$ cat src/rtl/spi_slave_pkg.sv
// Shared state, command and frame-width definitions for the SPI slave front-end.
// Defining SPI_SLAVE_PARITY_EN adds one even-parity bit to every RX and TX frame.
package spi_slave_pkg;

  typedef enum logic [2:0] {
    ST_IDLE     = 3'd0,
    ST_CHK_CMD  = 3'd1,
    ST_RX       = 3'd2,
    ST_TX_WAIT  = 3'd3,
    ST_TX_SHIFT = 3'd4,
    ST_DONE     = 3'd5
  } state_e;

  localparam logic [1:0] CMD_WR_ADDR = 2'b00;
  localparam logic [1:0] CMD_WR_DATA = 2'b01;
  localparam logic [1:0] CMD_RD_ADDR = 2'b10;
  localparam logic [1:0] CMD_RD_DATA = 2'b11;

`ifdef SPI_SLAVE_PARITY_EN
  localparam int unsigned PAR_BITS = 32'd1;
`else
  localparam int unsigned PAR_BITS = 32'd0;
`endif

  // Bits captured on MOSI per frame: command, payload and optional parity.
  function automatic int unsigned frame_bits(input int unsigned data_w);
    return data_w + 32'd2 + PAR_BITS;
  endfunction

endpackage

$ cat src/rtl/spi_tx_shifter.sv
// MSB-first parallel-to-serial shifter for RAM read data, with optional trailing parity.
// The parity bit is appended only when SPI_SLAVE_PARITY_EN is defined.
module spi_tx_shifter
  import spi_slave_pkg::*;
#(
  parameter int unsigned DATA_W = 8
) (
  input  logic              clk,
  input  logic              rst_n,
  input  logic              clr,
  input  logic              load,
  input  logic              shift_en,
  input  logic [DATA_W-1:0] data_in,
  output logic              bit_out,
  output logic              done
);

  localparam int unsigned TXW = DATA_W + PAR_BITS;
  localparam int unsigned CW  = $clog2(TXW + 1);
  localparam logic [CW-1:0] LOAD_CNT = CW'(TXW - 1);

  logic [TXW-1:0] sreg_q, sreg_d;
  logic [CW-1:0]  cnt_q, cnt_d;
  logic           bit_q, bit_d;
  logic [TXW-1:0] load_word_s;

`ifdef SPI_SLAVE_PARITY_EN
  function automatic logic even_parity(input logic [DATA_W-1:0] d);
    return ^d;
  endfunction
  assign load_word_s = {data_in, even_parity(data_in)};
`else
  assign load_word_s = data_in;
`endif

  // cnt_q counts bits still to be driven after the one currently on the line.
  always_comb begin
    sreg_d = sreg_q;
    cnt_d  = cnt_q;
    bit_d  = bit_q;
    if (clr) begin
      sreg_d = '0;
      cnt_d  = '0;
      bit_d  = 1'b0;
    end else if (load) begin
      sreg_d = load_word_s << 1;
      cnt_d  = LOAD_CNT;
      bit_d  = load_word_s[TXW-1];
    end else if (shift_en) begin
      if (cnt_q == '0) begin
        sreg_d = '0;
        bit_d  = 1'b0;
      end else begin
        sreg_d = sreg_q << 1;
        cnt_d  = cnt_q - CW'(1);
        bit_d  = sreg_q[TXW-1];
      end
    end else begin
      bit_d = 1'b0;
    end
  end

  always_ff @(posedge clk or negedge rst_n) begin
    if (!rst_n) begin
      sreg_q <= '0;
      cnt_q  <= '0;
      bit_q  <= 1'b0;
    end else begin
      sreg_q <= sreg_d;
      cnt_q  <= cnt_d;
      bit_q  <= bit_d;
    end
  end

  assign bit_out = bit_q;
  assign done    = shift_en & (cnt_q == '0);

endmodule

$ cat src/rtl/spi_slave_ctrl.sv
// SPI slave front-end: receives one {cmd, payload} frame per SS_n low period and
// returns RAM read data on MISO. SPI_SLAVE_PARITY_EN enables frame parity.
module spi_slave_ctrl
  import spi_slave_pkg::*;
#(
  parameter int unsigned DATA_W     = 8,
  parameter int unsigned TX_TIMEOUT = 255
) (
  input  logic              clk,
  input  logic              rst_n,
  input  logic              SS_n,
  input  logic              MOSI,
  output logic              MISO,
  output logic [DATA_W+1:0] rx_data,
  output logic              rx_valid,
  input  logic [DATA_W-1:0] tx_data,
  input  logic              tx_valid,
  output logic              busy,
  output logic              err
);

  localparam int unsigned FW  = DATA_W + 2;
  localparam int unsigned FWT = frame_bits(DATA_W);
  localparam int unsigned CW  = $clog2(FWT + 1);
  localparam int unsigned WW  = $clog2(TX_TIMEOUT + 1);
  localparam logic [CW-1:0] LAST_BIT  = CW'(FWT - 1);
  localparam logic [WW-1:0] WAIT_LAST = WW'(TX_TIMEOUT - 1);

  state_e          state_q, state_d;
  logic [FWT-2:0]  sh_q, sh_d;
  logic [CW-1:0]   bcnt_q, bcnt_d;
  logic [WW-1:0]   wcnt_q, wcnt_d;
  logic            seen_q, seen_d;
  logic [FW-1:0]   rx_data_q, rx_data_d;
  logic            rx_valid_q, rx_valid_d;
  logic            err_q, err_d;
  logic            busy_q, busy_d;

  logic [FWT-1:0]  full_s;
  logic [FW-1:0]   frame_s;
  logic            frame_ok_s;
  logic            tx_load_s, tx_shift_s, tx_clr_s, tx_done_s, tx_bit_s;

  assign full_s = {sh_q, MOSI};

`ifdef SPI_SLAVE_PARITY_EN
  function automatic logic parity_ok(input logic [FWT-1:0] f);
    return ~(^f);
  endfunction
  assign frame_s    = full_s[FWT-1:1];
  assign frame_ok_s = parity_ok(full_s);
`else
  assign frame_s    = full_s;
  assign frame_ok_s = 1'b1;
`endif

  // Next-state logic; SS_n high in an active state is an abort and takes priority.
  always_comb begin
    state_d    = state_q;
    sh_d       = '0;
    bcnt_d     = '0;
    wcnt_d     = '0;
    seen_d     = seen_q;
    rx_data_d  = rx_data_q;
    rx_valid_d = 1'b0;
    err_d      = 1'b0;
    tx_load_s  = 1'b0;
    tx_shift_s = 1'b0;
    tx_clr_s   = 1'b0;
    case (state_q)
      ST_IDLE: begin
        state_d = SS_n ? ST_IDLE : ST_CHK_CMD;
      end
      ST_CHK_CMD: begin
        state_d = SS_n ? ST_IDLE : ST_RX;
      end
      ST_RX: begin
        if (SS_n) begin
          state_d = ST_IDLE;
          err_d   = (bcnt_q != '0);
        end else if (bcnt_q == LAST_BIT) begin
          state_d = ST_DONE;
          if (!frame_ok_s) begin
            err_d = 1'b1;
          end else begin
            rx_data_d  = frame_s;
            rx_valid_d = 1'b1;
            case (frame_s[FW-1:FW-2])
              CMD_RD_ADDR: seen_d = 1'b1;
              CMD_RD_DATA: begin
                if (seen_q) begin
                  seen_d  = 1'b0;
                  state_d = ST_TX_WAIT;
                end else begin
                  err_d = 1'b1;
                end
              end
              CMD_WR_ADDR, CMD_WR_DATA: state_d = ST_DONE;
              default: state_d = ST_DONE;
            endcase
          end
        end else begin
          sh_d   = full_s[FWT-2:0];
          bcnt_d = bcnt_q + CW'(1);
        end
      end
      ST_TX_WAIT: begin
        if (SS_n) begin
          state_d  = ST_IDLE;
          err_d    = 1'b1;
          tx_clr_s = 1'b1;
        end else if (tx_valid) begin
          state_d   = ST_TX_SHIFT;
          tx_load_s = 1'b1;
        end else if (wcnt_q == WAIT_LAST) begin
          state_d = ST_DONE;
          err_d   = 1'b1;
        end else begin
          wcnt_d = wcnt_q + WW'(1);
        end
      end
      ST_TX_SHIFT: begin
        if (SS_n) begin
          state_d  = ST_IDLE;
          err_d    = 1'b1;
          tx_clr_s = 1'b1;
        end else begin
          tx_shift_s = 1'b1;
          state_d    = tx_done_s ? ST_DONE : ST_TX_SHIFT;
        end
      end
      ST_DONE: begin
        state_d = SS_n ? ST_IDLE : ST_DONE;
      end
      default: begin
        state_d  = ST_IDLE;
        tx_clr_s = 1'b1;
      end
    endcase
    busy_d = (state_d != ST_IDLE);
  end

  always_ff @(posedge clk or negedge rst_n) begin
    if (!rst_n) begin
      state_q    <= ST_IDLE;
      sh_q       <= '0;
      bcnt_q     <= '0;
      wcnt_q     <= '0;
      seen_q     <= 1'b0;
      rx_data_q  <= '0;
      rx_valid_q <= 1'b0;
      err_q      <= 1'b0;
      busy_q     <= 1'b0;
    end else begin
      state_q    <= state_d;
      sh_q       <= sh_d;
      bcnt_q     <= bcnt_d;
      wcnt_q     <= wcnt_d;
      seen_q     <= seen_d;
      rx_data_q  <= rx_data_d;
      rx_valid_q <= rx_valid_d;
      err_q      <= err_d;
      busy_q     <= busy_d;
    end
  end

  spi_tx_shifter #(
    .DATA_W (DATA_W)
  ) u_tx (
    .clk      (clk),
    .rst_n    (rst_n),
    .clr      (tx_clr_s),
    .load     (tx_load_s),
    .shift_en (tx_shift_s),
    .data_in  (tx_data),
    .bit_out  (tx_bit_s),
    .done     (tx_done_s)
  );

  assign MISO     = tx_bit_s;
  assign rx_data  = rx_data_q;
  assign rx_valid = rx_valid_q;
  assign err      = err_q;
  assign busy     = busy_q;

endmodule
$ cat config.mk
export PLATFORM = sky130hd
export DESIGN_NAME = spi_slave_ctrl
export DESIGN_NICKNAME = d
export VERILOG_FILES = /design/src/rtl/spi_slave_pkg.sv /design/src/rtl/spi_tx_shifter.sv /design/src/rtl/spi_slave_ctrl.sv
export SDC_FILE = /design/constraint.sdc
export NUM_CORES = 1
export LEC_CHECK = 0
export BUFFER_PORTS_ARGS = -buffer_cell sky130_fd_sc_hd__buf_2
export CAP_MARGIN = 5
export CORE_ASPECT_RATIO = 1.1
export CORE_MARGIN = 5
export CORE_UTILIZATION = 29
export DETAILED_ROUTE_END_ITERATION = 10
export PLACE_DENSITY = 0.43
export SYNTH_ARGS = -nofsm -noshare
export SYNTH_HDL_FRONTEND = slang
export SYNTH_HIERARCHICAL = 1
export SYNTH_SLANG_ARGS = --single-unit
$ cat constraint.sdc
create_clock -name clk -period 2.3 [get_ports clk]
set_input_delay 0.46 -clock clk [delete_from_list [all_inputs] [get_ports clk]]
set_output_delay 0.46 -clock clk [all_outputs]
set_load 0.01 [all_outputs]
==> run metrics, run 1 <==
Slew HR=55.9%; CTS Hold Bufs=0; CTS sink cnt=50; Ys Warns=6; CP max stage cell=dfrtp_1; initial cell density of the core=29.9%; outcome=finished, final reports clean; CTS tree=built; Clock Skews=0.0124 ns; Final WS setup=0.333 ns; DIE HEIGHT=105 um; worst min path class=primary input to asynchronous set/reset pin; Post-Place Cells=342; Synth cell types=49; Root Buffer=clkbuf_8; post-route setup TNS=0 ns; Rows=34; H-tree levels=2; # IOs=27; worst-path cell chain=nor4b_2 -> inv_1 -> nor4b_1 -> a21o_1; largest net degree at the start of global routing=27; Mapped Cells=210; CTS buffer count=5; worst vdd ir=324 uV; initial antenna violation count=0; Post-synth EDFFs=0; max cap viols=0; Max Freq=508 MHz; syn_nets=229; Total GRT Usage=10.6%; Setup crit end=u_tx/sreg_q[3]; Worst Path Arrival=2.20 ns; Final min period=1.97 ns; RR Startpoint=state_q[2]; DP Wirelength=3490 um; vias in the first global route=1,734; clock transition at the registers of the reported paths=0.10 ns; DRC viols=0; leakage power=1.35 nW; fin crit share=85.5%; worst-margin pin slew=0.652 ns; Seq/Total Area, Yosys=52.5%; Max FO, Critical Path=12; register bit total from synthesis=50; CP Capture Type=flop; initial DRC count=40; share of the synthesized area in the top cell type=52.5%; drt total wl=4860 um; Yosys top cell by area=dfrtp_1; WL per Instance=13.9 um; Place WS=0.260 ns; DRT Pass-1 Iters=3; RSZ-0062 raised after global routing=no; Layout Cells excl Fill=350; Startpoint Class=flop; vias per inst=4.75; Clock Path Buffers=2; Mapped Area=2380 um^2; core area=7960 um^2; CP Buf/Inv Count=1; routability congestion estimate=0.724; postcts setup bufs=0; buffers added on ports=26; die span in x=96.4 um; die area=10,100 um^2; Area growth syn-to-layout=15.3%; power consumption=2.10 mW; fin util=34.5%; Worst R2R Path Depth=4; CP Class=flop to flop; worst endpoint required time=2.54 ns; pwr dens=764 nW/um^2; Overflow after GRT=0; Top FF cell, synth=dfrtp_1; PostCTS Resize Cnt=0; Vias=1,662; final hold violation count=0; Synth top cells by count=dfrtp_1, inv_1, nor2_1, a21oi_1, and3_1; largest cells by area after synthesis=dfrtp_1, mux2_4, ha_1, and3_1, inv_1; first-pass GRT wire length=8540 um; final setup fails=0; ANT nets after route=0; mean post-synth cell area=11.3 um^2; # diodes=0; top-count cell post-synth=dfrtp_1; Pins Over Slew Limit=0; Clock Latency Late Sink=0.31 ns; CP max stage delay=0.60 ns; Post-synth ARST share=100%; crit-path leading delay family=simple AND/OR/NAND/NOR gates; crit path from=state_q[2]; share of post-route cells with drive strength above 1=24.0%; R2R Setup Slk=0.33 ns; final net count=260; reg2reg end=u_tx/sreg_q[3]; Crit path depth=4
layout by cell type (no fill, tap or decap), types with 2 or more instances in the layout:
master	instances
a211o_1	2
a211oi_1	2
a21o_1	4
a21oi_1	11
a221oi_1	2
a22o_1	4
a311oi_1	2
and3_1	11
buf_2	26
buf_4	9
clkbuf_8	5
dfrtp_1	50
ha_1	6
inv_1	15
mux2_2	2
mux2_4	7
nand2_1	4
nand2b_1	2
nand3_1	9
nand3b_1	2
nand4b_1	2
nor2_1	13
nor2b_1	4
nor3_1	2
nor3b_1	2
nor4b_1	3
o211ai_1	3
o21ai_0	8
or3_1	3
xnor2_1	2
xor2_1	3
metal layers:
| metal | track usage (%) | vias up | share of wire, % |
|---|---|---|---|
| met5 | 0 | - | 0 |
| met4 | 3.01 | 0 | 1.3 |
| met3 | 2.73 | 6 | 3.6 |
| met2 | 17.4 | 20 | 49 |
| met1 | 13.6 | 820 | 46 |
| li1 | - | 816 | - |
state kept, by name, summed over array words and instances (netlist names):
register and flops:
bcnt_q 4, busy 1, err 1, rx_data 10
rx_valid 1, seen_q 1, sh_q 9, state_q 3
u_tx/bit_out 1, u_tx/cnt_q 4, u_tx/sreg_q 7, wcnt_q 8
cell type report:
cell class	count	area [um^2]
fillers	822	5210
flip-flops and latches	50	1250
multi-input cells	134	1010
repair buffers	35	198
well taps	108	135
clock buffers	5	68.8
inverters	15	56.3
clock inverters	3	25.0
report_power, final:
| group | internal (mW) | switching (mW) |
|---|---|---|
| Clock | 0.220 | 0.310 |
| Sequential | 0.982 | 0.103 |
| Combinational | 0.242 | 0.239 |
| Total | 1.44 | 0.652 |
cells by family after synthesis:
logic type,share of synthesized area [%]
adders and majority gates,3.15
and+or+nand+nor,17.9
xor gates and xnor gates,1.84
muxes,5.78
AOI/OAI and AO/OA,13.6
buffers and inverters,5.25
DFF,52.5
how the worst min path moves through the flow:
stage                              start        endpoint
final                              rst_n          seen_q
after global routing               rst_n      rx_data[9]
after CTS                          rst_n          seen_q
after detailed placement  u_tx/sreg_q[5]  u_tx/sreg_q[6]
after global placement    u_tx/sreg_q[5]  u_tx/sreg_q[6]
after floorplan                    rst_n       bcnt_q[0]
per-stage QoR:
step,hold WS [ns],instance area [um^2]
after global placement,0.458,2650
after global routing,0.188,2750
after detailed placement,0.463,2650
after CTS,0.163,2750
final,0.149,2750
after floorplan,0.164,2380
worst register-to-register path, stage by stage, from the launching register on:
cell,delay [ns]
dfrtp_1,0.60
nor4b_2,0.36
inv_1,0.15
nor4b_1,0.58
a21o_1,0.22
Power figures use the tool's default switching activity.
==> run 2, diff against run 1 <==
Settings changed: CORE_MARGIN 5 to 4, PLACE_DENSITY 0.43 to unset.
Clock period 2.3 ns to 2.4 ns, I/O delays scaled along.
==> run metrics, run 2 (synthesis gave the netlist of run 1 again) <==
initial DRC count=61 (+53%); fin util=34.5% (about the same); Root Buffer=clkbuf_8; CP Capture Type=flop; final hold violation count=0 (unchanged); worst min path class=primary input to asynchronous set/reset pin; die span in x=94.4 um (-2.1%); worst endpoint required time=2.65 ns (+0.11 ns); CP Class=flop to flop; Worst R2R Path Depth=4 (unchanged); RSZ-0062 raised after global routing=no; largest net degree at the start of global routing=28 (+3.7%); max cap viols=0 (unchanged); multi-input logic area=1000 um^2 (-0.62%); Startpoint Class=flop; Largest register FFs=10 (unchanged); CTS Hold Bufs=0 (unchanged); FF+latch area=1250 um^2 (unchanged); WL per Instance=13.4 um (-3.4%); Rows=34 (unchanged); leakage power=1.35 nW (+0.29%); post-route cell area=2750 um^2 (about the same); commonest non-fill, non-tap cells in the layout=dfrtp_1, buf_2, inv_1, nor2_1; buffers added on ports=26 (unchanged); worst vdd ir=326 uV (+0.57%); drt total wl=4660 um (-4.2%); Vias=1,661 (-0.060%); routability congestion estimate=0.698 (-3.5%); # IOs=27 (unchanged); Area growth syn-to-layout=15.4% (about the same); DRC viols=0 (unchanged); outcome=finished, final reports clean; die area=9730 um^2 (-3.9%); ANT nets after route=0 (unchanged); initial cell density of the core=29.9% (unchanged); CTS tree=built; fin crit share=85.7% (+0.19 points); clock transition at the registers of the reported paths=0.11 ns (about the same); DIE HEIGHT=103 um (-1.9%); # diodes=0 (unchanged); Max Freq=486 MHz (-4.4%); Worst Path Arrival=2.30 ns (+0.10 ns); Total GRT Usage=10.7% (+0.11 points); first-pass GRT wire length=8270 um (-3.1%); vias in the first global route=1,677 (-3.3%); DP Wirelength=3170 um (-9.1%); PostCTS Resize Cnt=0 (unchanged); Clock Skews=0.0152 ns (+0.00280 ns); final setup fails=0 (unchanged); pwr dens=761 nW/um^2 (-0.43%); CTS sink cnt=50 (unchanged); Pins Over Slew Limit=0 (unchanged); Slew HR=51.2% (-4.7 points); Final min period=2.06 ns (+0.0900 ns); worst-margin pin slew=0.722 ns (+0.0701 ns); Max FO, Critical Path=12 (unchanged); postcts setup bufs=0 (unchanged); core area=7960 um^2 (unchanged); Clock Path Buffers=2 (unchanged); vias per inst=4.79 (+0.80%); commonest non-fill, non-tap cell in the layout=dfrtp_1; DRT Pass-1 Iters=4 (+1); # fillers=822 (unchanged); initial antenna violation count=0 (unchanged); CTS buffer count=5 (unchanged); Clock Latency Late Sink=0.31 ns (about the same); H-tree levels=2 (unchanged); final net count=257 (-1.2%); share of post-route cells with drive strength above 1=22.6% (-1.4 points); post-route setup TNS=0 ns (unchanged); Post-DP Area=2640 um^2 (-0.61%); Overflow after GRT=0 (unchanged)
[run 2: final timing paths]
kind	slack, ns	endpoint	startpoint
worst max-delay path	0.34	u_tx/sreg_q[6]	state_q[2]
worst min-delay path	0.15	u_tx/cnt_q[2]	rst_n
worst max register to register	0.34	u_tx/sreg_q[6]	state_q[2]
worst min register to register	0.50	u_tx/sreg_q[4]	u_tx/sreg_q[3]
max in group asynchronous	1.68	sh_q[4]	rst_n
min in group clk	0.40	u_tx/bit_out	tx_data[7]
[run 2: power by group]
group | total, mW | leakage, nW | switching (mW) | internal [mW]
Clock | 0.611 | 0.0585 | 0.298 | 0.313
Combinational | 0.452 | 0.608 | 0.235 | 0.217
Sequential | 1.03 | 0.687 | 0.0851 | 0.942
Total | 2.09 | 1.35 | 0.618 | 1.47
[run 2: layer usage]
metal | wire length [um] | global-route usage (%) | part of all wire (%) | vias to the layer above
li1 | - | - | - | 810
met5 | 0 | 0 | 0 | -
met4 | 43 | 3.33 | 0.92 | 0
met1 | 2190 | 14.2 | 47 | 816
met3 | 209 | 2.70 | 4.5 | 6
met2 | 2210 | 17.2 | 47 | 29
[run 2: area by class of cell]
class | count | share of cell area, %
clock buffers | 5 | 2.50
inverters | 15 | 2.05
multi-input cells | 134 | 36.6
flip-flops and latches | 50 | 45.5
well taps | 108 | 4.92
repair buffers | 32 | 6.83
clock inverters | 3 | 1.59
[run 2: metrics by stage]
step                cells  setup slack [ns]  hold WS, ns  power [mW]
floorplan             210             0.464        0.184        1.39
global placement      339             0.378        0.477        1.48
detailed placement    339             0.341        0.468        1.49
CTS                   347             0.325        0.175        2.11
global route          347             0.165        0.205        2.23
finish                347             0.343        0.154        2.09
[run 2: worst max-delay path: stages (launching register included)]
cell	delay (ns)
dfrtp_1	0.60
nor4b_1	0.38
inv_1	0.16
nor4b_1	0.64
a21o_1	0.21
